--- src/rtl/hc595_frame_decoder_if.sv ---
// 74HC595 snoop bus: serial inputs from the display driver plus decoded display state.
// The master side drives SCK/SER/RCK and the slave side (decoder) drives the results.
interface hc595_frame_decoder_if;
    logic       sclk_in;
    logic       sdio_in;
    logic       rclk_in;
    logic [3:0] digit0_out;
    logic [3:0] digit1_out;
    logic [3:0] digit2_out;
    logic [3:0] digit3_out;
    logic [3:0] digit4_out;
    logic [3:0] digit5_out;
    logic [5:0] dp_out;
    logic       frame_done_out;
    logic       scan_done_out;
    logic [2:0] err_out;
    logic       stale_out;

    modport master (
        output sclk_in, sdio_in, rclk_in,
        input  digit0_out, digit1_out, digit2_out, digit3_out, digit4_out, digit5_out,
        input  dp_out, frame_done_out, scan_done_out, err_out, stale_out
    );

    modport slave (
        input  sclk_in, sdio_in, rclk_in,
        output digit0_out, digit1_out, digit2_out, digit3_out, digit4_out, digit5_out,
        output dp_out, frame_done_out, scan_done_out, err_out, stale_out
    );
endinterface

--- src/rtl/hc595_frame_decoder.sv ---
// Snoops a 74HC595 7-segment bus and decodes it into six digits.
// Results appear 2 cycles after a synced RCK edge; there is no backpressure, because the bus is observed only.
module hc595_frame_decoder #(
    parameter int TIMEOUT_CYCLES = 1200000,
    parameter int SYNC_STAGES    = 2
) (
    input logic                  clk_in,
    input logic                  rst_in,
    hc595_frame_decoder_if.slave bus
);
    localparam int IDLE_W = $clog2(TIMEOUT_CYCLES + 1);
    localparam int FILL_W = $clog2(SYNC_STAGES + 1);

    logic [SYNC_STAGES-1:0] sclk_sync_q, sclk_sync_d;
    logic [SYNC_STAGES-1:0] sdio_sync_q, sdio_sync_d;
    logic [SYNC_STAGES-1:0] rclk_sync_q, rclk_sync_d;
    logic [FILL_W-1:0]      fill_q, fill_d;
    logic [15:0]            sh_q, sh_d;
    logic [4:0]             bit_cnt_q, bit_cnt_d;
    logic                   pend_vld_q, pend_vld_d;
    logic                   pend_ferr_q, pend_ferr_d;
    logic [15:0]            pend_word_q, pend_word_d;
    logic [5:0][3:0]        digit_q, digit_d;
    logic [5:0]             dp_q, dp_d;
    logic [5:0]             valid_q, valid_d;
    logic                   frame_done_q, frame_done_d;
    logic                   scan_done_q, scan_done_d;
    logic [2:0]             err_q, err_d;
    logic [IDLE_W-1:0]      idle_q, idle_d;
    logic                   stale_q, stale_d;

    logic       armed, sclk_rise, rclk_rise;
    logic [4:0] cnt_inc, cnt_eval;
    logic [7:0] seg, sel;
    logic [2:0] pos;
    logic       sel_ok, seg_bad;
    logic [3:0] dec;
    logic [5:0] valid_nxt;

    always_comb begin
        sclk_sync_d  = {sclk_sync_q[SYNC_STAGES-2:0], bus.sclk_in};
        sdio_sync_d  = {sdio_sync_q[SYNC_STAGES-2:0], bus.sdio_in};
        rclk_sync_d  = {rclk_sync_q[SYNC_STAGES-2:0], bus.rclk_in};
        fill_d       = fill_q;
        sh_d         = sh_q;
        bit_cnt_d    = bit_cnt_q;
        pend_vld_d   = 1'b0;
        pend_ferr_d  = 1'b0;
        pend_word_d  = pend_word_q;
        digit_d      = digit_q;
        dp_d         = dp_q;
        valid_d      = valid_q;
        frame_done_d = 1'b0;
        scan_done_d  = 1'b0;
        err_d        = 3'b000;
        idle_d       = idle_q;
        valid_nxt    = valid_q;

        // Edges are masked until the synchronizers have refilled after reset.
        armed = (fill_q == FILL_W'(SYNC_STAGES));
        if (!armed) fill_d = fill_q + 1'b1;
        sclk_rise = armed && sclk_sync_q[SYNC_STAGES-2] && !sclk_sync_q[SYNC_STAGES-1];
        rclk_rise = armed && rclk_sync_q[SYNC_STAGES-2] && !rclk_sync_q[SYNC_STAGES-1];

        cnt_inc  = (bit_cnt_q == 5'd17) ? 5'd17 : bit_cnt_q + 5'd1;
        cnt_eval = sclk_rise ? cnt_inc : bit_cnt_q;
        if (sclk_rise) begin
            sh_d      = {sh_q[14:0], sdio_sync_q[SYNC_STAGES-1]};
            bit_cnt_d = cnt_inc;
        end
        if (rclk_rise) begin
            bit_cnt_d = 5'd0;
            if (cnt_eval == 5'd16) begin
                pend_vld_d  = 1'b1;
                pend_word_d = sh_d;
            end else begin
                pend_ferr_d = 1'b1;
            end
        end

        seg    = pend_word_q[15:8];
        sel    = pend_word_q[7:0];
        sel_ok = 1'b1;
        case (sel)
            8'hFE:   pos = 3'd0;
            8'hFD:   pos = 3'd1;
            8'hFB:   pos = 3'd2;
            8'hF7:   pos = 3'd3;
            8'hEF:   pos = 3'd4;
            8'hDF:   pos = 3'd5;
            default: begin pos = 3'd0; sel_ok = 1'b0; end
        endcase

        seg_bad = 1'b0;
        case (seg[6:0])
            7'h3F:   dec = 4'd0;
            7'h06:   dec = 4'd1;
            7'h5B:   dec = 4'd2;
            7'h4F:   dec = 4'd3;
            7'h66:   dec = 4'd4;
            7'h6D:   dec = 4'd5;
            7'h7D:   dec = 4'd6;
            7'h07:   dec = 4'd7;
            7'h7F:   dec = 4'd8;
            7'h6F:   dec = 4'd9;
            7'h00:   dec = 4'hF;
            default: begin dec = 4'hE; seg_bad = 1'b1; end
        endcase

        err_d[0] = pend_ferr_q;
        if (pend_vld_q) begin
            if (!sel_ok) begin
                err_d[1] = 1'b1;
            end else begin
                digit_d[pos] = dec;
                dp_d[pos]    = seg[7];
                err_d[2]     = seg_bad;
                frame_done_d = 1'b1;
                valid_nxt    = valid_q | (6'b000001 << pos);
                if (valid_nxt == 6'h3F) begin
                    scan_done_d = 1'b1;
                    valid_d     = 6'h00;
                end else begin
                    valid_d = valid_nxt;
                end
            end
        end

        // Only fully accepted frames count as activity.
        if (frame_done_d)                            idle_d = '0;
        else if (idle_q != IDLE_W'(TIMEOUT_CYCLES)) idle_d = idle_q + 1'b1;
        stale_d = !frame_done_d && (idle_d == IDLE_W'(TIMEOUT_CYCLES));
    end

    always_ff @(posedge clk_in) begin
        if (rst_in) begin
            sclk_sync_q  <= '0;
            sdio_sync_q  <= '0;
            rclk_sync_q  <= '0;
            fill_q       <= '0;
            sh_q         <= '0;
            bit_cnt_q    <= '0;
            pend_vld_q   <= 1'b0;
            pend_ferr_q  <= 1'b0;
            pend_word_q  <= '0;
            digit_q      <= {6{4'hF}};
            dp_q         <= '0;
            valid_q      <= '0;
            frame_done_q <= 1'b0;
            scan_done_q  <= 1'b0;
            err_q        <= '0;
            idle_q       <= '0;
            stale_q      <= 1'b0;
        end else begin
            sclk_sync_q  <= sclk_sync_d;
            sdio_sync_q  <= sdio_sync_d;
            rclk_sync_q  <= rclk_sync_d;
            fill_q       <= fill_d;
            sh_q         <= sh_d;
            bit_cnt_q    <= bit_cnt_d;
            pend_vld_q   <= pend_vld_d;
            pend_ferr_q  <= pend_ferr_d;
            pend_word_q  <= pend_word_d;
            digit_q      <= digit_d;
            dp_q         <= dp_d;
            valid_q      <= valid_d;
            frame_done_q <= frame_done_d;
            scan_done_q  <= scan_done_d;
            err_q        <= err_d;
            idle_q       <= idle_d;
            stale_q      <= stale_d;
        end
    end

    assign bus.digit0_out     = digit_q[0];
    assign bus.digit1_out     = digit_q[1];
    assign bus.digit2_out     = digit_q[2];
    assign bus.digit3_out     = digit_q[3];
    assign bus.digit4_out     = digit_q[4];
    assign bus.digit5_out     = digit_q[5];
    assign bus.dp_out         = dp_q;
    assign bus.frame_done_out = frame_done_q;
    assign bus.scan_done_out  = scan_done_q;
    assign bus.err_out        = err_q;
    assign bus.stale_out      = stale_q;
endmodule

--- src/flat_wrapper.sv ---
// flat-port wrapper written by rule: the top's interface ports become plain ports
module hc595_frame_decoder_flat 
#(
    parameter int TIMEOUT_CYCLES = 1200000,
    parameter int SYNC_STAGES    = 2
)
  (clk_in, rst_in, bus_sclk_in, bus_sdio_in, bus_rclk_in, bus_digit0_out, bus_digit1_out, bus_digit2_out, bus_digit3_out, bus_digit4_out, bus_digit5_out, bus_dp_out, bus_frame_done_out, bus_scan_done_out, bus_err_out, bus_stale_out);
  hc595_frame_decoder_if bus_i ();
  input logic clk_in;
  input logic rst_in;
  input wire logic [$bits(bus_i.sclk_in)-1:0] bus_sclk_in;
  input wire logic [$bits(bus_i.sdio_in)-1:0] bus_sdio_in;
  input wire logic [$bits(bus_i.rclk_in)-1:0] bus_rclk_in;
  output wire logic [$bits(bus_i.digit0_out)-1:0] bus_digit0_out;
  output wire logic [$bits(bus_i.digit1_out)-1:0] bus_digit1_out;
  output wire logic [$bits(bus_i.digit2_out)-1:0] bus_digit2_out;
  output wire logic [$bits(bus_i.digit3_out)-1:0] bus_digit3_out;
  output wire logic [$bits(bus_i.digit4_out)-1:0] bus_digit4_out;
  output wire logic [$bits(bus_i.digit5_out)-1:0] bus_digit5_out;
  output wire logic [$bits(bus_i.dp_out)-1:0] bus_dp_out;
  output wire logic [$bits(bus_i.frame_done_out)-1:0] bus_frame_done_out;
  output wire logic [$bits(bus_i.scan_done_out)-1:0] bus_scan_done_out;
  output wire logic [$bits(bus_i.err_out)-1:0] bus_err_out;
  output wire logic [$bits(bus_i.stale_out)-1:0] bus_stale_out;
  assign bus_i.sclk_in = bus_sclk_in;
  assign bus_i.sdio_in = bus_sdio_in;
  assign bus_i.rclk_in = bus_rclk_in;
  assign bus_digit0_out = bus_i.digit0_out;
  assign bus_digit1_out = bus_i.digit1_out;
  assign bus_digit2_out = bus_i.digit2_out;
  assign bus_digit3_out = bus_i.digit3_out;
  assign bus_digit4_out = bus_i.digit4_out;
  assign bus_digit5_out = bus_i.digit5_out;
  assign bus_dp_out = bus_i.dp_out;
  assign bus_frame_done_out = bus_i.frame_done_out;
  assign bus_scan_done_out = bus_i.scan_done_out;
  assign bus_err_out = bus_i.err_out;
  assign bus_stale_out = bus_i.stale_out;
  hc595_frame_decoder #(.TIMEOUT_CYCLES(TIMEOUT_CYCLES), .SYNC_STAGES(SYNC_STAGES)) u_core (.clk_in(clk_in), .rst_in(rst_in), .bus(bus_i));
endmodule
--- config.mk ---
export PLATFORM = sky130hd
export DESIGN_NAME = hc595_frame_decoder_flat
export DESIGN_NICKNAME = d
export VERILOG_FILES = /design/src/rtl/hc595_frame_decoder_if.sv /design/src/rtl/hc595_frame_decoder.sv /design/src/flat_wrapper.sv
export SDC_FILE = /design/constraint.sdc
export NUM_CORES = 1
export LEC_CHECK = 0
export ABC_AREA = 1
export BUFFER_PORTS_ARGS = -buffer_cell sky130_fd_sc_hd__buf_4
export CAP_MARGIN = 20
export CELL_PAD_IN_SITES_DETAIL_PLACEMENT = 1
export CELL_PAD_IN_SITES_GLOBAL_PLACEMENT = 1
export CORE_MARGIN = 8
export CORE_UTILIZATION = 42
export DETAILED_ROUTE_END_ITERATION = 12
export PLACE_DENSITY_LB_ADDON = 0.1
export SKIP_CTS_REPAIR_TIMING = 1
export SYNTH_ARGS = -nofsm -noshare
export SYNTH_HDL_FRONTEND = slang
export SYNTH_SLANG_ARGS = --single-unit
--- constraint.sdc ---
create_clock -name clk_in -period 2.41 [get_ports clk_in]
set_input_delay 0.3615 -clock clk_in [delete_from_list [all_inputs] [get_ports clk_in]]
set_output_delay 0.3615 -clock clk_in [all_outputs]
set_load 0.02 [all_outputs]
==> impl_metrics.json <==
{
  "status": "finished, final reports clean",
  "crit_path_start": "u_core.fill_q[0]",
  "dr_wl_met3_um": 464,
  "first_iter_violations": 166,
  "cts_max_path_buffers": 2,
  "synth-seq-cells": 110,
  "synth_cells": 748,
  "syn_to_final_growth_pct": 15.2,
  "rsz0062_at_grt": "false",
  "htree_levels": 3,
  "drv_cap": 0,
  "slew_violations": 0,
  "finalSetupTns_ns": 0,
  "synth_seq_area_share": 0.440,
  "top_layer": "met4",
  "hp-class": "in2reg",
  "reg2reg_depth": 12,
  "chipHeight_um": 125,
  "cp_common_cell": "nand2_1",
  "min_to": "u_core.sdio_sync_q[0]",
  "worstPathArrival_ns": 2.38,
  "start_util": 0.423,
  "power.density_nw_per_um2": 638,
  "insertion_delay_ns": 0.36,
  "leakage_nw": 2.39,
  "worstMarginPinSlew_ns": 0.748,
  "reg2reg_to": "u_core.pend_word_q[10]",
  "hold_depth": 3,
  "clock_skew_ns": 0.00562,
  "dp_hpwl_um": 9750,
  "path_delay_family": "simple AND/OR/NAND/NOR gates",
  "core_area_sq_um": 11800,
  "antenna_found_initial": 0,
  "yosysWarnings": 0,
  "cts.clk_slew.worst_paths_ns": 0.07,
  "fp-row-count": 40,
  "first_pass_iters": 4,
  "ant_nets": 0,
  "cp_num_buf_inv": 2,
  "wl_per_cell_um": 13.9,
  "vias": 4688,
  "met2WireLength_um": 6380,
  "synth_top_area_share": 0.440,
  "vias_per_cell": 4.99,
  "fin_util": 0.488,
  "cp_slowest_stage_delay_ns": 0.33,
  "synth_top_area_cell": "dfxtp_1",
  "cts_sinks": 110,
  "yosys.cell_types.count": 29,
  "drive_gt1_frac": 0.0921,
  "syn_area_sq_um": 5000,
  "portBuffers": 40,
  "cp-start-kind": "flip-flop",
  "final-hold-violation-count": 0,
  "routed_wl_um": 13000,
  "grt_pass1_wl_um": 22400,
  "met1_length_um": 6030,
  "critPathRequiredTime_ns": 2.67,
  "crit_type": "reg2reg",
  "avgSynthCellArea_sq_um": 6.68,
  "fillers": 1561,
  "end_kind": "flip-flop",
  "ir_drop_mv": 0.470,
  "cts_tree": "yes",
  "grt_pass1_vias": 4857,
  "crit_chain": "inv_1, ha_1, nand3_4, nand2_1, o21ai_0, nor3_1, nand3_1, nor2_2, buf_4, nand2_1, nand2_1, nor2_1",
  "diodes": 0,
  "finalSetupViolations": 0,
  "grt_usage": 0.172,
  "ys_top_cells_by_area": "dfxtp_1 (44%), nand2_1 (16%), nor2_1 (12%), inv_1 (6.5%), nand3_1 (4.1%)",
  "r2r_start": "u_core.fill_q[0]",
  "reg2reg_slack_ns": 0.29,
  "finalCritPeriodShare": 0.881,
  "die_w_um": 125,
  "min-delay-start": "bus_sdio_in",
  "fmax_mhz": 471,
  "io_pins": 41,
  "critPathMaxFanout": 32,
  "die_area_sq_um": 15700,
  "cts_root_buf": "clkbuf_16",
  "drc": 0,
  "routabilityCongestion": 0.850,
  "overflow": 0,
  "fin_nets": 798,
  "grt_max_degree": 50,
  "relSlewSlack": 0.501,
  "fin_crit_ns": 2.12,
  "numCtsBuffers": 9,
  "cp_slowest_cell": "dfxtp_1",
  "synth_fp_nets": 758
}
==> registers in the layout, indices dropped and copies added, names as in the netlist, 5 cells and up <==
register / count
u_core.idle_q: 21
u_core.pend_word_q: 16
u_core.sh_q: 16
u_core.bus.dp_out: 6
u_core.valid_q: 6
u_core.bit_cnt_q: 5
==> cell families (layout without fill, tap and decap cells) <==
logic type	Yosys count	in the layout	share of synthesized area
simple gates	451	451	0.378
compound gates	68	68	0.0701
xor+xnor	9	9	0.0158
flops	110	110	0.440
fa+ha+maj	5	5	0.0125
buf+inv	105	150	0.0828
==> metal layers <==
layer,up-vias,global-route usage
li1,2404,-
met1,2227,0.199
met5,-,0
met2,45,0.304
met3,12,0.0446
met4,0,0.0516
==> placed cells by master (no fill, tap or decap), types with 3 or more instances in the layout <==
| cell type | count |
|---|---|
| a21oi_1 | 35 |
| buf_4 | 45 |
| clkbuf_1 | 4 |
| clkbuf_16 | 9 |
| dfxtp_1 | 110 |
| ha_1 | 5 |
| inv_1 | 86 |
| inv_2 | 3 |
| nand2_1 | 208 |
| nand3_1 | 41 |
| nand3_2 | 3 |
| nand3_4 | 3 |
| nand4_1 | 14 |
| nor2_1 | 162 |
| nor3_1 | 10 |
| o21ai_0 | 29 |
| xor2_1 | 9 |
==> synth_stat cells <==
| master | count |
|---|---|
| o21a_1 | 1 |
| nor3b_1 | 1 |
| nand3_2 | 4 |
| nand3b_1 | 2 |
| buf_4 | 5 |
| o21ai_1 | 1 |
| o21ai_2 | 1 |
| nand3_4 | 2 |
| nor2_8 | 1 |
| nand3_1 | 41 |
| inv_2 | 3 |
| dfxtp_1 | 110 |
| o21ai_0 | 29 |
| nand2_1 | 208 |
| xor2_1 | 9 |
| clkbuf_1 | 9 |
| nor4_1 | 1 |
| nor2_4 | 1 |
| inv_1 | 86 |
| nor2_2 | 2 |
| buf_1 | 1 |
| ha_1 | 5 |
| nand2_2 | 2 |
| nor3_1 | 10 |
| a21oi_1 | 35 |
| nor2_1 | 162 |
| buf_2 | 1 |
| o2111ai_1 | 1 |
| nand4_1 | 14 |
==> stage by stage <==
stage	power (mW)	std cells	cell area, sq um	hold WS, ns	setup slack [ns]
2_1_floorplan	2.08	748	5000	0.388	0.588
3_3_place_gp	2.13	924	5440	0.399	0.257
3_5_place_dp	2.14	924	5440	0.405	0.142
4_1_cts	3.72	940	5750	0.203	0.122
5_1_grt	3.82	940	5760	0.218	0.0104
6_report	3.67	940	5760	0.207	0.288
==> where the power goes <==
| group | leakage (nW) | internal, mW | switching (mW) |
|---|---|---|---|
| clock | 0.148 | 0.915 | 0.657 |
| combinational | 1.35 | 0.0665 | 0.141 |
| sequential | 0.890 | 1.87 | 0.0274 |
| total | 2.39 | 2.85 | 0.825 |
==> area by class of cell <==
type	count	area (sq um)	share of cell area
Multi-Input combinational cell	533	2390	0.415
Sequential cell	110	2200	0.382
Timing Repair Buffer	45	338	0.0587
Inverter	89	334	0.0580
Clock buffer	13	240	0.0417
Tap cell	147	184	0.0319
Clock inverter	3	68.8	0.0120
==> worst max path at each step <==
| stage | depth (start not counted) | end | slack [ns] |
|---|---|---|---|
| finish | 12 | u_core.pend_word_q[10] | 0.29 |
| floorplan | 12 | u_core.pend_word_q[10] | 0.59 |
| global placement | 12 | u_core.pend_word_q[7] | 0.26 |
| global route | 12 | u_core.pend_word_q[10] | 0.01 |
| detailed placement | 12 | u_core.pend_word_q[10] | 0.14 |
| CTS | 12 | u_core.pend_word_q[10] | 0.12 |
==> tightest hold or removal path, cell delays in order <==
cell and delay [ns]:
buf_4 0.08, inv_1 0.03, nor2_1 0.06
Power figures use the tool's default switching activity.
